`config.mk`:
```
export PLATFORM = sky130hd
export DESIGN_NAME = sdram_pattern_tester
export DESIGN_NICKNAME = d
export VERILOG_FILES = /design/src/rtl/sdram_pattern_tester.sv
export SDC_FILE = /design/constraint.sdc
export NUM_CORES = 1
export LEC_CHECK = 0
export ABC_AREA = 1
export CAP_MARGIN = 20
export CORE_UTILIZATION = 25
export CTS_BUF_LIST = sky130_fd_sc_hd__clkbuf_2
export CTS_CLUSTER_SIZE = 25
export DETAILED_ROUTE_END_ITERATION = 12
export GPL_TIMING_DRIVEN = 0
export PLACE_DENSITY = 0.48
export SLEW_MARGIN = 30
export SYNTH_ARGS = -nofsm -noshare
export SYNTH_HDL_FRONTEND = slang
export SYNTH_SLANG_ARGS = --single-unit
```
`constraint.sdc`:
```
create_clock -name clock_i -period 2.6 [get_ports clock_i]
set_clock_uncertainty 0.15 [all_clocks]
set_input_delay 0.65 -clock clock_i [delete_from_list [all_inputs] [get_ports clock_i]]
set_output_delay 0.65 -clock clock_i [all_outputs]
set_load 0.03 [all_outputs]
```
`src/rtl/sdram_pattern_tester.sv`:
```
`default_nettype none
// ============================================================================
// Module   : sdram_pattern_tester
// Purpose  : Avalon-MM SDRAM window tester. Burst-writes an address-derived
//            pattern over a word window, burst-reads it back and compares
//            every returned beat. Reports mismatch count, first failing
//            address/data and completed passes. Optionally loops forever,
//            inverting the pattern on odd passes for soak testing.
// Ports    : clock_i/reset_i        - clock, synchronous active-high reset
//            start_i/continuous_i   - run request, loop-mode select
//            address_o/burstcount_o - Avalon word address, fixed burst size
//            read_o/write_o         - Avalon read/write requests
//            writedata_o/byteenable_o, waitrequest_i
//            readdata_i/readdatavalid_i - returned read beats
//            busy_o/done_o          - run status
//            pass_count_o/error_count_o/first_error_*_o - results
// Revision : 1.0 - initial release
// ============================================================================
module sdram_pattern_tester #(
  parameter int                    ADDR_WIDTH    = 29,
  parameter int                    DATA_WIDTH    = 64,
  parameter int                    BURST_LEN     = 8,
  parameter logic [ADDR_WIDTH-1:0] START_ADDRESS = 'h0700_0000,
  parameter int                    WORD_COUNT    = 1024,
  parameter logic [63:0]           SEED          = 64'hDEAD_BEEF_CAFE_BABE
) (
  input  logic                      clock_i,
  input  logic                      reset_i,
  input  logic                      start_i,
  input  logic                      continuous_i,
  output logic [ADDR_WIDTH-1:0]     address_o,
  output logic [7:0]                burstcount_o,
  input  logic                      waitrequest_i,
  input  logic [DATA_WIDTH-1:0]     readdata_i,
  input  logic                      readdatavalid_i,
  output logic                      read_o,
  output logic [DATA_WIDTH-1:0]     writedata_o,
  output logic [DATA_WIDTH/8-1:0]   byteenable_o,
  output logic                      write_o,
  output logic                      busy_o,
  output logic                      done_o,
  output logic [15:0]               pass_count_o,
  output logic [31:0]               error_count_o,
  output logic [ADDR_WIDTH-1:0]     first_error_address_o,
  output logic [DATA_WIDTH-1:0]     first_error_data_o
);

  localparam int                    NUM_BURSTS = WORD_COUNT / BURST_LEN;
  localparam logic [7:0]            LAST_BEAT  = 8'(BURST_LEN - 1);
  localparam logic [31:0]           LAST_BURST = 32'(NUM_BURSTS - 1);
  localparam logic [ADDR_WIDTH-1:0] BURST_STEP = ADDR_WIDTH'(BURST_LEN);
  localparam logic [DATA_WIDTH-1:0] SEED_W     = DATA_WIDTH'(SEED);

  typedef enum logic [2:0] {
    S_IDLE        = 3'd0,
    S_WRITE       = 3'd1,
    S_READ_REQ    = 3'd2,
    S_READ_DATA   = 3'd3,
    S_CHECK_DRAIN = 3'd4,
    S_DONE        = 3'd5
  } state_t;

  // Expected word at address a; odd passes use the inverted pattern so
  // stuck-at bits are exercised in both polarities during soak runs.
  function automatic logic [DATA_WIDTH-1:0] pattern(input logic [ADDR_WIDTH-1:0] addr,
                                                    input logic                  invert);
    logic [DATA_WIDTH-1:0] p;
    p = SEED_W ^ DATA_WIDTH'(addr);
    return invert ? ~p : p;
  endfunction

  state_t                  state_q;
  logic [ADDR_WIDTH-1:0]   base_q;
  logic [7:0]              beat_q;
  logic [31:0]             burst_cnt_q;
  logic                    cont_q;
  logic [ADDR_WIDTH-1:0]   address_q;
  logic [DATA_WIDTH-1:0]   writedata_q;
  logic                    write_q;
  logic                    read_q;
  logic                    done_q;
  logic [15:0]             pass_count_q;
  logic [31:0]             error_count_q;
  logic [ADDR_WIDTH-1:0]   fe_addr_q;
  logic [DATA_WIDTH-1:0]   fe_data_q;

  // Registered compare result, applied to the counters one cycle later.
  logic                    mism_q;
  logic [ADDR_WIDTH-1:0]   mism_addr_q;
  logic [DATA_WIDTH-1:0]   mism_data_q;

  logic [ADDR_WIDTH-1:0]   beat_addr_d;
  logic [ADDR_WIDTH-1:0]   next_beat_addr_d;
  logic [ADDR_WIDTH-1:0]   next_base_d;
  logic                    last_beat_d;
  logic                    last_burst_d;

  // Address arithmetic wraps naturally at ADDR_WIDTH bits.
  assign beat_addr_d      = base_q + ADDR_WIDTH'(beat_q);
  assign next_beat_addr_d = base_q + ADDR_WIDTH'(beat_q + 8'd1);
  assign next_base_d      = base_q + BURST_STEP;
  assign last_beat_d      = (beat_q == LAST_BEAT);
  assign last_burst_d     = (burst_cnt_q == LAST_BURST);

  always_ff @(posedge clock_i) begin
    if (reset_i) begin
      state_q       <= S_IDLE;
      base_q        <= '0;
      beat_q        <= '0;
      burst_cnt_q   <= '0;
      cont_q        <= 1'b0;
      address_q     <= '0;
      writedata_q   <= '0;
      write_q       <= 1'b0;
      read_q        <= 1'b0;
      done_q        <= 1'b0;
      pass_count_q  <= '0;
      error_count_q <= '0;
      fe_addr_q     <= '0;
      fe_data_q     <= '0;
      mism_q        <= 1'b0;
      mism_addr_q   <= '0;
      mism_data_q   <= '0;
    end else begin
      mism_q <= 1'b0;

      // Second stage of the compare: count (saturating) and capture first.
      if (mism_q) begin
        if (error_count_q != 32'hFFFF_FFFF) begin
          error_count_q <= error_count_q + 32'd1;
        end
        if (error_count_q == 32'd0) begin
          fe_addr_q <= mism_addr_q;
          fe_data_q <= mism_data_q;
        end
      end

      case (state_q)
        S_IDLE, S_DONE: begin
          if (start_i) begin
            error_count_q <= '0;
            fe_addr_q     <= '0;
            fe_data_q     <= '0;
            pass_count_q  <= '0;
            done_q        <= 1'b0;
            cont_q        <= continuous_i;
            base_q        <= START_ADDRESS;
            beat_q        <= '0;
            burst_cnt_q   <= '0;
            address_q     <= START_ADDRESS;
            writedata_q   <= pattern(START_ADDRESS, 1'b0);
            write_q       <= 1'b1;
            state_q       <= S_WRITE;
          end
        end

        S_WRITE: begin
          if (write_q && !waitrequest_i) begin
            if (last_beat_d) begin
              beat_q <= '0;
              if (last_burst_d) begin
                burst_cnt_q <= '0;
                base_q      <= START_ADDRESS;
                address_q   <= START_ADDRESS;
                write_q     <= 1'b0;
                read_q      <= 1'b1;
                state_q     <= S_READ_REQ;
              end else begin
                // Back-to-back bursts: next burst's first beat is ready now.
                burst_cnt_q <= burst_cnt_q + 32'd1;
                base_q      <= next_base_d;
                address_q   <= next_base_d;
                writedata_q <= pattern(next_base_d, pass_count_q[0]);
              end
            end else begin
              beat_q      <= beat_q + 8'd1;
              writedata_q <= pattern(next_beat_addr_d, pass_count_q[0]);
            end
          end
        end

        S_READ_REQ: begin
          if (read_q && !waitrequest_i) begin
            read_q  <= 1'b0;
            state_q <= S_READ_DATA;
          end
        end

        S_READ_DATA: begin
          if (readdatavalid_i) begin
            mism_q      <= (readdata_i != pattern(beat_addr_d, pass_count_q[0]));
            mism_addr_q <= beat_addr_d;
            mism_data_q <= readdata_i;
            if (last_beat_d) begin
              beat_q <= '0;
              base_q <= next_base_d;
              if (last_burst_d) begin
                burst_cnt_q <= '0;
                state_q     <= S_CHECK_DRAIN;
              end else begin
                // Only one read burst is ever outstanding.
                burst_cnt_q <= burst_cnt_q + 32'd1;
                address_q   <= next_base_d;
                read_q      <= 1'b1;
                state_q     <= S_READ_REQ;
              end
            end else begin
              beat_q <= beat_q + 8'd1;
            end
          end
        end

        S_CHECK_DRAIN: begin
          // The last beat's compare lands this cycle via mism_q.
          pass_count_q <= pass_count_q + 16'd1;
          if (cont_q) begin
            base_q      <= START_ADDRESS;
            beat_q      <= '0;
            burst_cnt_q <= '0;
            address_q   <= START_ADDRESS;
            writedata_q <= pattern(START_ADDRESS, ~pass_count_q[0]);
            write_q     <= 1'b1;
            state_q     <= S_WRITE;
          end else begin
            done_q  <= 1'b1;
            state_q <= S_DONE;
          end
        end

        default: state_q <= S_IDLE;
      endcase
    end
  end

  assign address_o             = address_q;
  assign burstcount_o          = 8'(BURST_LEN);
  assign byteenable_o          = '1;
  assign read_o                = read_q;
  assign write_o               = write_q;
  assign writedata_o           = writedata_q;
  assign busy_o                = (state_q != S_IDLE) && (state_q != S_DONE);
  assign done_o                = done_q;
  assign pass_count_o          = pass_count_q;
  assign error_count_o         = error_count_q;
  assign first_error_address_o = fe_addr_q;
  assign first_error_data_o    = fe_data_q;

endmodule
`default_nettype wire
```
==> flow_summary.json, run 1 <==
{
  "setup_ws_ps": -279,
  "synthTopCellsByArea": "dfxtp_1, nand2_1, nor2_1, inv_1, o21ai_0",
  "maxCapViolations": 0,
  "switching_share": 0.454,
  "cpLargestDelayFamily": "simple AND/OR/NAND/NOR gates",
  "utilization": 0.356,
  "cts_tree": "built",
  "cp.arrival_ps": 3770,
  "wl_per_cell_microns": 19.2,
  "finalWirelength_microns": 86400,
  "crit_path_start_kind": "flop",
  "synth_top_family_by_area": "simple AND/OR/NAND/NOR gates",
  "period_needed_ps": 2880,
  "via_per_inst": 4.66,
  "pin_count": 324,
  "required_ps": 3490,
  "post-dp-hpwl_microns": 67000,
  "startpoint": "base_q[4]$_SDFFE_PP0P_",
  "clkTransAtPathRegs_ps": 110,
  "switchingPower_w": 0.00997,
  "synth.area.mux_share": 0.00153,
  "grt_start_max_net_pins": 15,
  "tightest_slew_ps": 1040,
  "vias": 21000,
  "finalSetupViolCount": 38,
  "synth-warning-count": 0,
  "cts_buffer_depth": 3,
  "regArea_sq_um": 7790,
  "synthSimpleGateAreaFrac": 0.260,
  "worst-path-buf-inv": 2,
  "grt_pass1_vias": 19800,
  "portBuffers": 306,
  "drt_iter0_drc": 1282,
  "grt_usage": 0.210,
  "initial_core_util": 0.253,
  "max_freq_ghz": 0.347,
  "worstSetupEndpointType": "flop",
  "r2r_start": "base_q[4]$_SDFFE_PP0P_",
  "route.detailed.drc": 0,
  "yosysSeqAreaShare": 0.378,
  "cp_slowest_cell": "ha_2",
  "synth_top_cell_by_area": "dfxtp_1",
  "hold_violations": 0,
  "ir_worst_vdd_mv": 0.604,
  "synth_commonest_cells": "nand2_1, nor2_1, inv_1",
  "syn_to_final_growth_pct": 40.5,
  "yosysUniqueCellTypes": 60,
  "combPwrFrac": 0.476,
  "avgSynthCellArea_sq_um": 6.97,
  "clock_sinks": 371,
  "synth_cells": 2817,
  "max_stage_delay_ps": 460,
  "die_x_microns": 282,
  "violations": "setup timing",
  "core_area_sq_um": 77600,
  "multi_input_area_sq_um": 10400,
  "synth_edf_count": 0,
  "synth_xor_area_frac": 0.0473,
  "antenna_left": 0,
  "hold_path_class": "primary input to flop",
  "num-fill-cells": 8558,
  "synth_compound_area_frac": 0.173,
  "root_buffer": "clkbuf_2",
  "slew_headroom": 0.309,
  "numCtsBuffers": 105,
  "cpMostUsedCell": "nand2_1",
  "dieArea_sq_um": 79700,
  "period_share": 1.11,
  "antenna_found_initial": 9,
  "grt_pass1_wl_microns": 124000,
  "drv_slew": 0,
  "synthAdderAreaFrac": 0.0116,
  "pwr-share-clk": 0.193,
  "crit_fanout": 6,
  "yosysMostFrequentCell": "nand2_1",
  "status": "complete, but fails checks",
  "drive_above_1_share": 0.293,
  "dp_slack_ps": -919,
  "synth_top_cell_area_share": 0.378,
  "synthFlopType": "dfxtp_1",
  "first_pass_iters": 5,
  "async_flop_share": 0,
  "rsz0062_at_grt": "yes",
  "hp-start": "reset_i",
  "intPower_w": 0.0120,
  "seqPwrFrac": 0.331,
  "fp.dieH_microns": 282,
  "synth-seq-cells": 371,
  "syn_area_sq_um": 19600,
  "insertion_delay_ps": 1220,
  "cts_max_level": 3,
  "criticalPathCategory": "flop to flop",
  "powerDensity_nw_per_um2": 795,
  "nets": 3468,
  "num_rows": 102,
  "grt_overflow_total": 0,
  "place.gp.congestion": 0.960,
  "p_leak_nw": 11.6,
  "path_cells": "ha_2 > nand2_1 > inv_1 > nand2_1 > nand2_1 > nand2_1 > nand3_4 > nand3_1 > nand2_2 > nand2_1 > nand2_1 > nand2_1 > inv_1 > nand2_1 > nor2_1 > nand3_1 > nor2_2 > nor2_2"
}
==> timing repair <==
item | in CTS | in global routing
buffers inserted | 54 | 27
endpoints found under the setup margin | 561 | 342
hold buffers | 55 | 0
hold endpoints to repair | 57 | 0
gates resized for setup | 1965 | 173
pin swaps | 10 | 22
cloned | 0 | 1
==> kinds of logic after synthesis <==
| kind of cell | after synthesis |
|---|---|
| xor+xnor | 95 |
| simple gates | 1177 |
| other cells | 2 |
| mux | 3 |
| fa+ha+maj | 17 |
| flops | 371 |
| compound gates | 577 |
| buf+inv | 575 |
==> final cells by class <==
| class | count | area share |
|---|---|---|
| multi-input combinational | 1885 | 0.377 |
| sequential | 371 | 0.282 |
| timing repair buffer | 443 | 0.162 |
| inverter | 394 | 0.0546 |
| tap | 1040 | 0.0472 |
| buffer | 181 | 0.0442 |
| clock buffer | 157 | 0.0285 |
| clock inverter | 20 | 0.00326 |
| antenna | 6 | 0.000544 |
==> worst paths after layout <==
path	to	cells after the start	slack, ps
max	mism_q$_SDFF_PP0_	18	-280
min	writedata_o[28]$_SDFFE_PP0P_	5	150
max reg2reg	mism_q$_SDFF_PP0_	18	-280
min reg2reg	first_error_address_o[8]$_SDFF_PP0_	2	280
==> worst register-to-register path: cells and delay by family, from the launching register on <==
kind	cells	cell delay, ps
AND/OR/NAND/NOR	15	1570
flip-flops	1	360
adder cells (fa/ha/maj)	1	460
buffers and inverters	2	150
==> metrics by stage <==
step / total power [W] / TNS [ps] / cell area (sq um) / cells / hold slack (ps)
after global routing: 0.0233 / -12850 / 27600 / 4494 / 67.2
after detailed placement: 0.0165 / -215650 / 24100 / 4177 / 293
after global placement: 0.0165 / -220660 / 24100 / 4177 / 289
after CTS: 0.0217 / -14810 / 26800 / 4463 / 1.30
final: 0.0220 / -7660 / 27600 / 4497 / 151
after floorplan: 0.0128 / 0 / 19700 / 2831 / 280
==> power groups by stage <==
stage               registers (W)  logic, W  clock network [W]
finish                    0.00727    0.0105            0.00424
global route              0.00734    0.0112            0.00473
CTS                       0.00723    0.0100            0.00443
detailed placement        0.00721   0.00928                  0
global placement          0.00722   0.00930                  0
floorplan                 0.00778   0.00503                  0
==> routing by layer <==
metal | global-route usage | vias to the layer above | wire, microns
li1 | - | 10300 | -
met1 | 0.263 | 9765 | 37000
met2 | 0.350 | 689 | 41000
met3 | 0.0467 | 159 | 5470
met4 | 0.0814 | 10 | 2890
met5 | 0 | - | 58
==> placed cells by master (no fill, tap or decap), types with 19 or more instances in the layout <==
cell type and count:
buf_2 34, nand4_1 48, nand2_1 457, o21ai_0 193, dlygate4sd3_1 55, dfxtp_2 140
nor2_4 20, inv_1 373, clkbuf_2 170, buf_4 143, dfxtp_4 50, o211ai_1 19
a211oi_1 110, xor2_1 55, clkbuf_1 45, nor2_1 351, dfxtp_1 181, nand2_2 42
nand3_1 106, a21oi_1 160, xnor2_1 20, buf_6 250, nor3_1 55, nor2_2 28
clkdlybuf4s50_1 68
==> registers in the layout, indices dropped and copies added, names as in the netlist <==
name	count
mism_q	1
beat_q	8
first_error_data_o	64
write_o	1
base_q	29
state_q	3
cont_q	1
done_o	1
writedata_o	31
mism_addr_q	29
pass_count_o	16
error_count_o	32
address_o	29
burst_cnt_q	32
mism_data_q	64
read_o	1
first_error_address_o	29
Power figures use the tool's default switching activity.
==> inputs of run 2 (changes only) <==
- SLEW_MARGIN: 30 -> 20
==> results of run 2 <==
No change in the layout: final DEF, timing and power equal those of run 1.
